`config.mk`:
```
export PLATFORM = sky130hd
export DESIGN_NAME = regbank_writeback_flat
export DESIGN_NICKNAME = d
export VERILOG_FILES = /design/src/rtl/regbank_writeback_if.sv /design/src/rtl/regbank_writeback.sv /design/src/flat_wrapper.sv
export SDC_FILE = /design/constraint.sdc
export NUM_CORES = 1
export LEC_CHECK = 0
export CAP_MARGIN = 5
export CORE_MARGIN = 1
export CORE_UTILIZATION = 50
export DETAILED_ROUTE_END_ITERATION = 8
export PLACE_DENSITY = 0.78
export REMOVE_ABC_BUFFERS = 1
export SKIP_CTS_REPAIR_TIMING = 1
export SLEW_MARGIN = 20
export SYNTH_ARGS = -nofsm -noshare
export SYNTH_HDL_FRONTEND = slang
export SYNTH_SLANG_ARGS = --single-unit
```
`constraint.sdc`:
```
create_clock -name clk -period 2.65 [get_ports clk]
set_input_delay 0.3975 -clock clk [delete_from_list [all_inputs] [get_ports clk]]
set_output_delay 0.3975 -clock clk [all_outputs]
set_load 0.05 [all_outputs]
```
`src/rtl/regbank_writeback_if.sv`:
```
// Purpose: bundles the producer handshakes, bank write port and hazard-check
//          signals of regbank_writeback into one interface.
// Latency: none (wires only).
// Backpressure: carried by alu_ready / mem_ready and the hold input.
// Ports / modports:
//   slave  - the writeback block: takes requests, hold and check addresses;
//            drives readies, pw/write_addr/write_data, busy1/2 and count.
//   master - the environment: producers, bank and operand-fetch side.
interface regbank_writeback_if #(
    parameter int AW = 5,
    parameter int DW = 32,
    parameter int CW = 3
);
    logic          alu_valid;
    logic          alu_ready;
    logic [AW-1:0] alu_addr;
    logic [DW-1:0] alu_data;
    logic          mem_valid;
    logic          mem_ready;
    logic [AW-1:0] mem_addr;
    logic [DW-1:0] mem_data;
    logic          hold;
    logic          pw;
    logic [AW-1:0] write_addr;
    logic [DW-1:0] write_data;
    logic [AW-1:0] chk_addr1;
    logic [AW-1:0] chk_addr2;
    logic          busy1;
    logic          busy2;
    logic [CW-1:0] count;

    modport slave (
        input  alu_valid, alu_addr, alu_data,
        input  mem_valid, mem_addr, mem_data,
        input  hold, chk_addr1, chk_addr2,
        output alu_ready, mem_ready,
        output pw, write_addr, write_data,
        output busy1, busy2, count
    );

    modport master (
        output alu_valid, alu_addr, alu_data,
        output mem_valid, mem_addr, mem_data,
        output hold, chk_addr1, chk_addr2,
        input  alu_ready, mem_ready,
        input  pw, write_addr, write_data,
        input  busy1, busy2, count
    );
endinterface

```
`src/rtl/regbank_writeback.sv`:
```
// Purpose: sole writer of the register bank; arbitrates ALU/load writebacks into a FIFO and drains one per cycle.
// Latency: request accepted at edge N (empty FIFO) drives pw/write_addr/write_data after edge N+1.
// Backpressure: readies drop when the FIFO is full (registered count only); hold freezes draining, not accepting.
// Ports:
//   clk   - system clock, all state on posedge
//   reset - asynchronous active-low reset
//   bus   - regbank_writeback_if.slave: producer handshakes, hold, bank write
//           port (pw/write_addr/write_data), hazard checks (chk/busy), count
module regbank_writeback #(
    parameter int DEPTH = 4,
    parameter int NREGS = 20,
    parameter int AW    = 5,
    parameter int DW    = 32
) (
    input  logic                clk,
    input  logic                reset,
    regbank_writeback_if.slave  bus
);
    localparam int PW = $clog2(DEPTH);
    localparam int CW = PW + 1;
    localparam logic [AW:0] NREGS_W = (AW+1)'(NREGS);

    logic [AW-1:0] r_fifo_addr [DEPTH];
    logic [DW-1:0] r_fifo_data [DEPTH];
    logic [PW-1:0] r_wptr;
    logic [PW-1:0] r_rptr;
    logic [CW-1:0] r_count;
    logic          r_pw;
    logic [AW-1:0] r_write_addr;
    logic [DW-1:0] r_write_data;

    logic          w_mem_rdy;
    logic          w_alu_rdy;
    logic          w_take;
    logic [AW-1:0] w_push_addr;
    logic [DW-1:0] w_push_data;
    logic          w_in_range;
    logic          w_push;
    logic          w_pop;
    logic [PW-1:0] w_off;
    logic          w_hit1;
    logic          w_hit2;

    // Readies look only at the registered count so a full FIFO never
    // accepts on the strength of a same-cycle pop.
    assign w_mem_rdy = (r_count < CW'(DEPTH));
    assign w_alu_rdy = w_mem_rdy && !bus.mem_valid;

    // Load path has priority whenever it is requesting.
    assign w_push_addr = bus.mem_valid ? bus.mem_addr : bus.alu_addr;
    assign w_push_data = bus.mem_valid ? bus.mem_data : bus.alu_data;
    assign w_take      = (bus.mem_valid && w_mem_rdy) || (bus.alu_valid && w_alu_rdy);

    // r0 and unimplemented registers are swallowed: handshake completes,
    // nothing is stored.
    assign w_in_range = (w_push_addr != '0) && ({1'b0, w_push_addr} < NREGS_W);
    assign w_push     = w_take && w_in_range;
    assign w_pop      = !bus.hold && (r_count != '0);

    always_ff @(posedge clk or negedge reset) begin
        if (!reset) begin
            r_wptr       <= '0;
            r_rptr       <= '0;
            r_count      <= '0;
            r_pw         <= 1'b0;
            r_write_addr <= '0;
            r_write_data <= '0;
        end else begin
            if (w_pop) begin
                r_pw         <= 1'b1;
                r_write_addr <= r_fifo_addr[r_rptr];
                r_write_data <= r_fifo_data[r_rptr];
                r_rptr       <= r_rptr + 1'b1;
            end else begin
                r_pw <= 1'b0;
            end
            if (w_push) begin
                r_wptr <= r_wptr + 1'b1;
            end
            r_count <= r_count + CW'(w_push) - CW'(w_pop);
        end
    end

    // Payload storage needs no reset: occupancy is tracked by the pointers.
    always_ff @(posedge clk) begin
        if (w_push) begin
            r_fifo_addr[r_wptr] <= w_push_addr;
            r_fifo_data[r_wptr] <= w_push_data;
        end
    end

    // An entry is live when its distance from the read pointer is below
    // count; the register currently on the bank port counts as pending too.
    always_comb begin
        w_hit1 = 1'b0;
        w_hit2 = 1'b0;
        w_off  = '0;
        for (int i = 0; i < DEPTH; i++) begin
            w_off = PW'(i) - r_rptr;
            if ({1'b0, w_off} < r_count) begin
                if (r_fifo_addr[i] == bus.chk_addr1) w_hit1 = 1'b1;
                if (r_fifo_addr[i] == bus.chk_addr2) w_hit2 = 1'b1;
            end
        end
        if (r_pw && (r_write_addr == bus.chk_addr1)) w_hit1 = 1'b1;
        if (r_pw && (r_write_addr == bus.chk_addr2)) w_hit2 = 1'b1;
    end

    assign bus.mem_ready  = w_mem_rdy;
    assign bus.alu_ready  = w_alu_rdy;
    assign bus.pw         = r_pw;
    assign bus.write_addr = r_write_addr;
    assign bus.write_data = r_write_data;
    assign bus.count      = r_count;
    assign bus.busy1      = w_hit1 && (bus.chk_addr1 != '0);
    assign bus.busy2      = w_hit2 && (bus.chk_addr2 != '0);
endmodule

```
`src/flat_wrapper.sv`:
```
// flat-port wrapper written by rule: the top's interface ports become plain ports
module regbank_writeback_flat 
#(
    parameter int DEPTH = 4,
    parameter int NREGS = 20,
    parameter int AW    = 5,
    parameter int DW    = 32
)
  (clk, reset, bus_alu_valid, bus_alu_addr, bus_alu_data, bus_mem_valid, bus_mem_addr, bus_mem_data, bus_hold, bus_chk_addr1, bus_chk_addr2, bus_alu_ready, bus_mem_ready, bus_pw, bus_write_addr, bus_write_data, bus_busy1, bus_busy2, bus_count);
  regbank_writeback_if #(.AW(AW), .DW(DW), .CW(3)) bus_i ();
  input  logic clk;
  input  logic reset;
  input wire logic [$bits(bus_i.alu_valid)-1:0] bus_alu_valid;
  input wire logic [$bits(bus_i.alu_addr)-1:0] bus_alu_addr;
  input wire logic [$bits(bus_i.alu_data)-1:0] bus_alu_data;
  input wire logic [$bits(bus_i.mem_valid)-1:0] bus_mem_valid;
  input wire logic [$bits(bus_i.mem_addr)-1:0] bus_mem_addr;
  input wire logic [$bits(bus_i.mem_data)-1:0] bus_mem_data;
  input wire logic [$bits(bus_i.hold)-1:0] bus_hold;
  input wire logic [$bits(bus_i.chk_addr1)-1:0] bus_chk_addr1;
  input wire logic [$bits(bus_i.chk_addr2)-1:0] bus_chk_addr2;
  output wire logic [$bits(bus_i.alu_ready)-1:0] bus_alu_ready;
  output wire logic [$bits(bus_i.mem_ready)-1:0] bus_mem_ready;
  output wire logic [$bits(bus_i.pw)-1:0] bus_pw;
  output wire logic [$bits(bus_i.write_addr)-1:0] bus_write_addr;
  output wire logic [$bits(bus_i.write_data)-1:0] bus_write_data;
  output wire logic [$bits(bus_i.busy1)-1:0] bus_busy1;
  output wire logic [$bits(bus_i.busy2)-1:0] bus_busy2;
  output wire logic [$bits(bus_i.count)-1:0] bus_count;
  assign bus_i.alu_valid = bus_alu_valid;
  assign bus_i.alu_addr = bus_alu_addr;
  assign bus_i.alu_data = bus_alu_data;
  assign bus_i.mem_valid = bus_mem_valid;
  assign bus_i.mem_addr = bus_mem_addr;
  assign bus_i.mem_data = bus_mem_data;
  assign bus_i.hold = bus_hold;
  assign bus_i.chk_addr1 = bus_chk_addr1;
  assign bus_i.chk_addr2 = bus_chk_addr2;
  assign bus_alu_ready = bus_i.alu_ready;
  assign bus_mem_ready = bus_i.mem_ready;
  assign bus_pw = bus_i.pw;
  assign bus_write_addr = bus_i.write_addr;
  assign bus_write_data = bus_i.write_data;
  assign bus_busy1 = bus_i.busy1;
  assign bus_busy2 = bus_i.busy2;
  assign bus_count = bus_i.count;
  regbank_writeback #(.DEPTH(DEPTH), .NREGS(NREGS), .AW(AW), .DW(DW)) u_core (.clk(clk), .reset(reset), .bus(bus_i));
endmodule
```
==> results of run 1 <==
-- cell usage after synthesis, types with 3 or more instances --
cell type	count
a21oi_1	3
and2_1	4
buf_1	4
buf_2	11
clkbuf_1	13
dfrtp_1	45
edfxtp_1	148
ha_1	10
inv_1	9
mux2_2	73
mux4_2	37
nand3_1	4
nand4_1	4
nor2_1	7
nor3_1	7
nor4_1	4
o211ai_1	4
xnor2_1	13
xor2_1	43
-- state kept, by name (all words and copies together) (netlist names) --
name / count
u_core.r_fifo_data: 128
u_core.r_fifo_addr: 20
u_core.r_rptr: 2
u_core.bus.write_data: 32
u_core.bus.write_addr: 5
u_core.bus.pw: 1
u_core.r_wptr: 2
u_core.bus.count: 3
-- worst max-delay path: stages (launching register included) --
cell	delay, ns
dfrtp_2	0.44
xor2_2	0.20
inv_2	0.07
ha_4	0.26
a21oi_2	0.06
o211ai_1	0.20
nand4_1	0.13
o22a_1	0.23
buf_12	0.16
-- cell type report --
cell class | count | area, um^2
clock buffer | 20 | 446.7
clock inverter | 12 | 107.6
fill | 1088 | 5365
inverter | 9 | 38.79
multi-input combinational | 229 | 2714
sequential | 193 | 5574
tap | 216 | 270.3
timing repair buffer | 159 | 1599
-- power by group through the flow --
stage | Combinational (mW) | Sequential, mW | Clock [mW]
after CTS | 4.69 | 4.36 | 2.43
after detailed placement | 4.67 | 4.41 | 0
after global routing | 5.08 | 4.43 | 2.53
final | 4.77 | 4.36 | 2.38
after global placement | 4.59 | 4.38 | 0
after floorplan | 1.77 | 5.66 | 0
-- cell families after synthesis --
| logic type | count (synthesis) | share of synthesized area (%) |
|---|---|---|
| compound gates | 15 | 1.555 |
| xor+xnor | 56 | 5.861 |
| fa+ha+maj | 11 | 1.734 |
| buf+inv | 37 | 1.824 |
| flops | 193 | 66.57 |
| mux | 112 | 20.14 |
| simple gates | 35 | 2.317 |
-- per-stage QoR --
step	power (mW)	hold WS, ns	setup TNS [ns]	instance area (um^2)	worst slack, ns
finish	11.51	0.05903	0	10750	0.07154
global route	12.05	0.1245	-0.04797	10750	-0.02828
CTS	11.48	0.07342	-0.3905	10650	-0.2049
detailed placement	9.075	0.4959	0	10100	0.06256
global placement	8.968	0.4916	0	10100	0.1141
floorplan	7.429	0.1019	-57.11	8249	-1.942
-- per-layer routing --
layer / up-vias / GRT usage (%)
li1: 2062 / -
met1: 2257 / 26.00
met2: 179 / 37.29
met3: 21 / 5.093
met4: 0 / 8.527
met5: - / 0
-- cells in the final DEF (no fill, tap or decap), types with 3 or more instances in the layout --
master	n
o211ai_1	4
dfrtp_2	3
nor2_1	7
nor4_2	3
nand4_1	4
clkinvlp_4	3
dfrtp_1	42
nand3_1	4
edfxtp_1	148
buf_4	21
clkdlybuf4s50_1	129
buf_12	7
mux2_2	73
clkbuf_16	17
inv_1	7
and2_2	4
mux4_2	37
ha_1	8
xnor2_1	13
nor3_1	7
xor2_1	42
-- final timing paths --
| kind | end | cells after the start | slack, ns | from |
|---|---|---|---|---|
| worst max-delay path | bus_busy2 | 8 | 0.07 | u_core.r_rptr[1]$_DFFE_PN0P_ |
| worst max register to register | u_core.bus.write_data[9]$_DFFE_PN0P_ | 3 | 0.56 | u_core.r_rptr[0]$_DFFE_PN0P_ |
| min in group clk | u_core.bus.write_data[19]$_DFFE_PN0P_ | 1 | 0.50 | u_core.bus.write_data[19]$_DFFE_PN0P_ |
| worst min register to register | u_core.bus.write_data[19]$_DFFE_PN0P_ | 1 | 0.50 | u_core.bus.write_data[19]$_DFFE_PN0P_ |
| max in group asynchronous | u_core.bus.write_data[9]$_DFFE_PN0P_ | 2 | 1.83 | reset |
| worst min-delay path | u_core.bus.write_data[27]$_DFFE_PN0P_ | 1 | 0.06 | reset |
==> impl_metrics.ini, run 1 <==
[power_and_ir_drop]
powerDensity_nw_per_um2 = 1071
clockPowerShare_pct = 20.7
p_leak_nw = 3.768
peakVddDrop_mv = 0.7077
p_switching_mw = 4.110
swShare_pct = 35.71
pwr-share-comb_pct = 41.4
pwr-share-seq_pct = 37.9
internal_power_mw = 7.399

[die]
core-area_um2 = 16120
die_h_um = 131.4
ioPinCount = 134
start_util_pct = 51.93
rows = 46
die_w_um = 131.4
fp.dieArea_um2 = 17260

[worst_setup_path]
start_kind = flop
cp.arrival_ns = 2.18
endpoint_kind = primary output
critPathKind = reg2out
cp_data_required_time_ns = 2.25
cp_max_fo = 4

[min_path]
hp-class = in2async

[grt]
grt_pass1_wl_um = 27370
grt_start_max_net_pins = 41
grt_overflow = 0
grt_usage_pct = 21.52
first_global_vias = 4886
antenna_found_initial = 0

[sta]
fmaxAchievable_mhz = 387.8
worstMarginPinSlew_ns = 0.8173
finalHoldViolCount = 0
rsz0062_at_grt = yes
period_share_pct = 97.30
min_period_ns = 2.578
clock_skew_ns = 0.01591
maxSlewHeadroom_pct = 45.51
setup_viol = 0
drv_slew = 0

[logic_synthesis]
synth_cells = 459
yosys_warnings = 0
syn_area_um2 = 8368
yosys_most_used_dff = edfxtp_1
netlist_top_cells_area = edfxtp_1 (53%), dfrtp_1 (13%), mux4_2 (10%)
ys_seq_area_share_pct = 66.57
ys_types = 31
syn_area_per_cell_um2 = 18.23
synthArstFlopShare_pct = 23.32
synth_top_area_share_pct = 53.11
synth_edf_count = 148
synth_top_cell_by_area = edfxtp_1
synth_seq_cells = 193

[route]
dr.first_iter.drc_count = 330
num_vias = 4519
drc = 0
wire_per_inst_um = 20.57
wl_met2_um = 9019
wl_met3_um = 1125
viasPerCell = 5.393
dr.max_layer_used = met4
ant_nets = 0
dr.pass1.iters = 4
routed_wl_um = 17240
wirelength_met1_um = 6758

[finish]
drive_above_1_share_pct = 30.39
final_cells = 838
final_nets = 709
final_core_util_pct = 66.71
diodes = 0
syn_to_final_growth_pct = 28.47

[place]
place_inst = 800
portBuffers = 133
dpl.hpwl_um = 11620
place_congestion = 0.9405

[outcome]
status = complete, no violations

[clocking]
root_buffer = clkbuf_16
clk_latency_ns = 0.43
cts.reportedPaths.clkPinSlew_ns = 0.07
htreeDepth = 4
cts_tree = built
cts_buffer_depth = 2
cts_buffers = 17
cts.sinks = 193

[run]
cap_violations = 0
(Power assumes the default switching activity.)
==> run 2, diff against run 1 <==
REMOVE_ABC_BUFFERS = default   (was 1)
==> impl_metrics.ini, run 2 (synthesized netlist as in run 1, its figures left out) <==
[route]
ant_nets = 0
dr.first_iter.drc_count = 227
wire_per_inst_um = 20.70
num_vias = 4572
routed_wl_um = 17370
viasPerCell = 5.449
drc = 0
dr.pass1.iters = 4

[clocking]
htreeDepth = 4
cts_buffers = 17
clk_latency_ns = 0.43
root_buffer = clkbuf_16
cts.sinks = 193
cts_buffer_depth = 2
cts.reportedPaths.clkPinSlew_ns = 0.07
cts_tree = built

[place]
portBuffers = 133
dpl.hpwl_um = 11980
place_congestion = 0.8730
place_area_um2 = 10120
place_inst = 801

[finish]
largest_reg_flops = 128
diodes = 0
final_cell_mix = edfxtp_1 (148), clkdlybuf4s50_1 (129), mux2_2 (73)
drive_above_1_share_pct = 31.62
stdcell_area_um2 = 10830
syn_to_final_growth_pct = 29.43
largest_register = u_core.r_fifo_data
final_nets = 710
final_cells = 839
final_common_cell = edfxtp_1
fillCellCount = 1054

[sta]
fmaxAchievable_mhz = 387.2
clock_skew_ns = 0.02315
drv_slew = 0
worstMarginPinSlew_ns = 0.8757
setup_viol = 0
maxSlewHeadroom_pct = 41.62
min_period_ns = 2.583
finalHoldViolCount = 0
period_share_pct = 97.47

[power_and_ir_drop]
peakVddDrop_mv = 0.6044
p_leak_nw = 3.808
powerDensity_nw_per_um2 = 1090

[die]
die_h_um = 131.4
core-area_um2 = 16120
ioPinCount = 134
die_w_um = 131.4
fp.dieArea_um2 = 17260
start_util_pct = 51.93
rows = 46

[grt]
antenna_found_initial = 0
grt_start_max_net_pins = 41
grt_usage_pct = 21.27
grt_overflow = 0
first_global_vias = 4946
grt_pass1_wl_um = 27440

[worst_setup_path]
endpoint_kind = primary output
cp.arrival_ns = 2.19
start_kind = flop
critPathKind = reg2out
cp_data_required_time_ns = 2.25
cp_max_fo = 3

[logic_synthesis]
syn_nets = 559

[run]
cap_violations = 0

[min_path]
hp-class = in2async

[outcome]
status = complete, no violations
==> run 2: cell count changes in the layout (fill, tap and decap cells not counted), sizes merged <==
| cell | delta |
|---|---|
| buf | +1 |
| bufinv | +2 |
| clkinv | -2 |
==> run 2: where the power goes <==
group          internal, mW  total [mW]  leakage [nW]  switching, mW
Clock                  1.54        2.62         0.297           1.08
Combinational          2.11        4.81          1.64           2.70
Sequential             3.98        4.37          1.87          0.388
Total                  7.64        11.8          3.81           4.17
==> run 2: layer usage <==
metal  vias up  GRT usage [%]  routed length [um]
met5         -              0                   0
met4         0          7.946                 282
met3        18          3.665                 910
met2       149          36.76                9233
met1      2341          26.91                6941
li1       2064              -                   -
==> run 2: metrics by stage <==
step                      total power [mW]  utilization, %  setup WS, ns  hold WS (ns)  setup TNS, ns
after detailed placement             9.107           62.80       0.09907        0.4963              0
after CTS                            11.74           66.60       -0.3068       0.09456        -0.6054
after floorplan                      7.484               -      0.003098        0.1019              0
after global placement               8.994           62.80        0.1269        0.4925              0
after global routing                 12.35           67.21      -0.03021        0.1457       -0.05619
final                                11.81           67.21       0.06717       0.08547              0
==> run 2: final timing paths <==
check | start | end | slack, ns | cells after the start
hold / removal | reset | u_core.bus.write_data[0]$_DFFE_PN0P_ | 0.09 | 1
hold reg to reg | u_core.bus.write_data[5]$_DFFE_PN0P_ | u_core.bus.write_data[5]$_DFFE_PN0P_ | 0.51 | 1
min in group clk | u_core.bus.write_data[5]$_DFFE_PN0P_ | u_core.bus.write_data[5]$_DFFE_PN0P_ | 0.51 | 1
setup reg to reg | u_core.bus.count[2]$_DFF_PN0_ | u_core.bus.write_data[16]$_DFFE_PN0P_ | 0.62 | 4
setup / recovery | u_core.r_rptr[0]$_DFFE_PN0P_ | bus_busy1 | 0.07 | 8
max in group asynchronous | reset | u_core.bus.write_data[19]$_DFFE_PN0P_ | 1.84 | 2
==> run 2: worst max-delay path, cell delays in order, from the launching register on <==
cell      delay (ns)
dfrtp_2         0.44
xor2_2          0.22
inv_2           0.08
ha_4            0.27
a21oi_2         0.06
o211ai_1        0.19
nand4_1         0.11
o22a_1          0.23
buf_12          0.16
==> run 2: layout make-up <==
cell class / count / area (um^2) / share of cell area (%)
sequential: 193 / 5574 / 51.47
timing repair buffer: 160 / 1619 / 14.95
inverter: 9 / 37.54 / 0.3466
clock buffer: 20 / 456.7 / 4.217
multi-input combinational: 229 / 2718 / 25.09
tap: 216 / 270.3 / 2.495
clock inverter: 12 / 155.1 / 1.433
==> run 3, diff against run 2 <==
CORE_UTILIZATION = 25   (was 50)
MAX_ROUTING_LAYER = met4   (was default)
PLACE_DENSITY = 0.46   (was 0.78)
==> impl_metrics.ini, run 3 (synthesized netlist as in run 1, its figures left out) <==
[outcome]
status = finished, violations left
failed_checks = negative hold slack

[sta]
fin_tns_setup_ns = 0
drv_slew = 0
finalHoldViolCount = 17
hold_slack_ns = -0.02472
min_period_ns = 2.634
clock_skew_ns = 0.01663
rsz0062_at_grt = yes
maxSlewHeadroom_pct = 45.95
setup_viol = 0
worstMarginPinSlew_ns = 0.8107
fmaxAchievable_mhz = 379.6
period_share_pct = 99.40

[worst_setup_path]
r2r_slack_ns = 0.47
r2r_start = u_core.r_rptr[0]$_DFFE_PN0P_
endpoint_kind = primary output
cp_max_fo = 4
critPathKind = reg2out
worstSetupStartpoint = u_core.r_rptr[0]$_DFFE_PN0P_
start_kind = flop
cp_data_required_time_ns = 2.25
reg2reg_depth = 3
cp.arrival_ns = 2.24

[route]
dr.pass1.iters = 4
ant_nets = 0
viasPerCell = 4.262
dr.max_layer_used = met4
routed_wl_um = 19440
wire_per_inst_um = 18.41
wirelength_met1_um = 8720
num_vias = 4501
wl_met2_um = 9790
drc = 0
dr.first_iter.drc_count = 131
wl_met3_um = 711

[clocking]
htreeDepth = 4
cts.sinks = 193
cts_buffer_depth = 2
cts_buffers = 17
clk_latency_ns = 0.43
cts_tree = built
root_buffer = clkbuf_16
cts.reportedPaths.clkPinSlew_ns = 0.08

[die]
rows = 66
start_util_pct = 25.59
core-area_um2 = 32700
fp.dieArea_um2 = 34210
die_h_um = 185.0
ioPinCount = 134
die_w_um = 185.0

[finish]
final_cells = 1056
diodes = 0
syn_to_final_growth_pct = 32.37
final_common_cell = edfxtp_1
stdcell_area_um2 = 11080
final_nets = 701
final_cell_mix = edfxtp_1 (148), clkdlybuf4s50_1 (128), mux2_2 (73)
largest_register = u_core.r_fifo_data
final_core_util_pct = 33.87
drive_above_1_share_pct = 30.62
largest_reg_flops = 128

[place]
place_congestion = 0.8578
place_area_um2 = 10400
dpl.hpwl_um = 13370
portBuffers = 133
place_inst = 1021

[power_and_ir_drop]
powerDensity_nw_per_um2 = 1064
peakVddDrop_mv = 0.5673
p_leak_nw = 3.772

[run]
cap_violations = 0

[grt]
grt_usage_pct = 12.17
grt_start_max_net_pins = 41
first_global_vias = 4913
antenna_found_initial = 0
grt_overflow = 0
grt_pass1_wl_um = 29420

[min_path]
hp-class = in2async

[logic_synthesis]
syn_nets = 559
==> run 3: changes by cell type in the layout (fill, tap and decap cells not counted), sizes merged <==
cell           before  now
clkbuf             20   17
clkdlybuf4s50     129  128
buf                31   23
clkinv              4    8
clkinvlp            3    2
bufinv              3    0
inv                11   14
==> run 3: final timing paths <==
check	end
worst max-delay path	bus_busy1
worst min-delay path	u_core.bus.write_addr[3]$_DFFE_PN0P_
worst max register to register	u_core.bus.write_data[15]$_DFFE_PN0P_
worst min register to register	u_core.bus.write_data[27]$_DFFE_PN0P_
max in group asynchronous	u_core.r_rptr[0]$_DFFE_PN0P_
min in group clk	u_core.bus.write_data[27]$_DFFE_PN0P_
==> run 3: cell type report <==
| type | instances | area (um^2) |
|---|---|---|
| clock inverter | 15 | 188.9 |
| multi-input combinational | 229 | 2706 |
| sequential | 193 | 5577 |
| timing repair buffer | 151 | 1587 |
| tap | 442 | 553.0 |
| inverter | 9 | 40.04 |
| fill | 3176 | 21620 |
| clock buffer | 17 | 425.4 |
==> run 3: power by group <==
group / switching [mW] / internal [mW] / leakage, nW / total (mW)
Combinational: 2.76 / 2.08 / 1.61 / 4.84
Clock: 1.28 / 1.29 / 0.295 / 2.57
Sequential: 0.393 / 3.98 / 1.87 / 4.37
==> run 3: worst max-delay path, stage by stage, from the launching register on <==
cell,delay [ns]
dfrtp_4,0.51
xor2_2,0.17
inv_2,0.07
ha_4,0.27
a21oi_2,0.07
o211ai_1,0.21
nand4_1,0.11
o22a_1,0.24
buf_12,0.16
==> run 3: metrics by stage <==
step / worst slack (ns) / hold slack [ns] / total power [mW]
2_1_floorplan: 0.003098 / 0.1019 / 7.484
3_3_place_gp: 0.08049 / 0.4542 / 9.167
3_5_place_dp: 0.04783 / 0.4622 / 9.227
4_1_cts: -0.2675 / -0.01008 / 11.83
5_1_grt: -0.06244 / 0.01782 / 12.39
6_report: 0.01590 / -0.02472 / 11.78
==> run 3: per-layer routing <==
metal | vias up | track usage, %
li1 | 2052 | -
met1 | 2337 | 15.14
met2 | 99 | 20.21
met3 | 13 | 2.359
met4 | 0 | 3.240
met5 | - | -
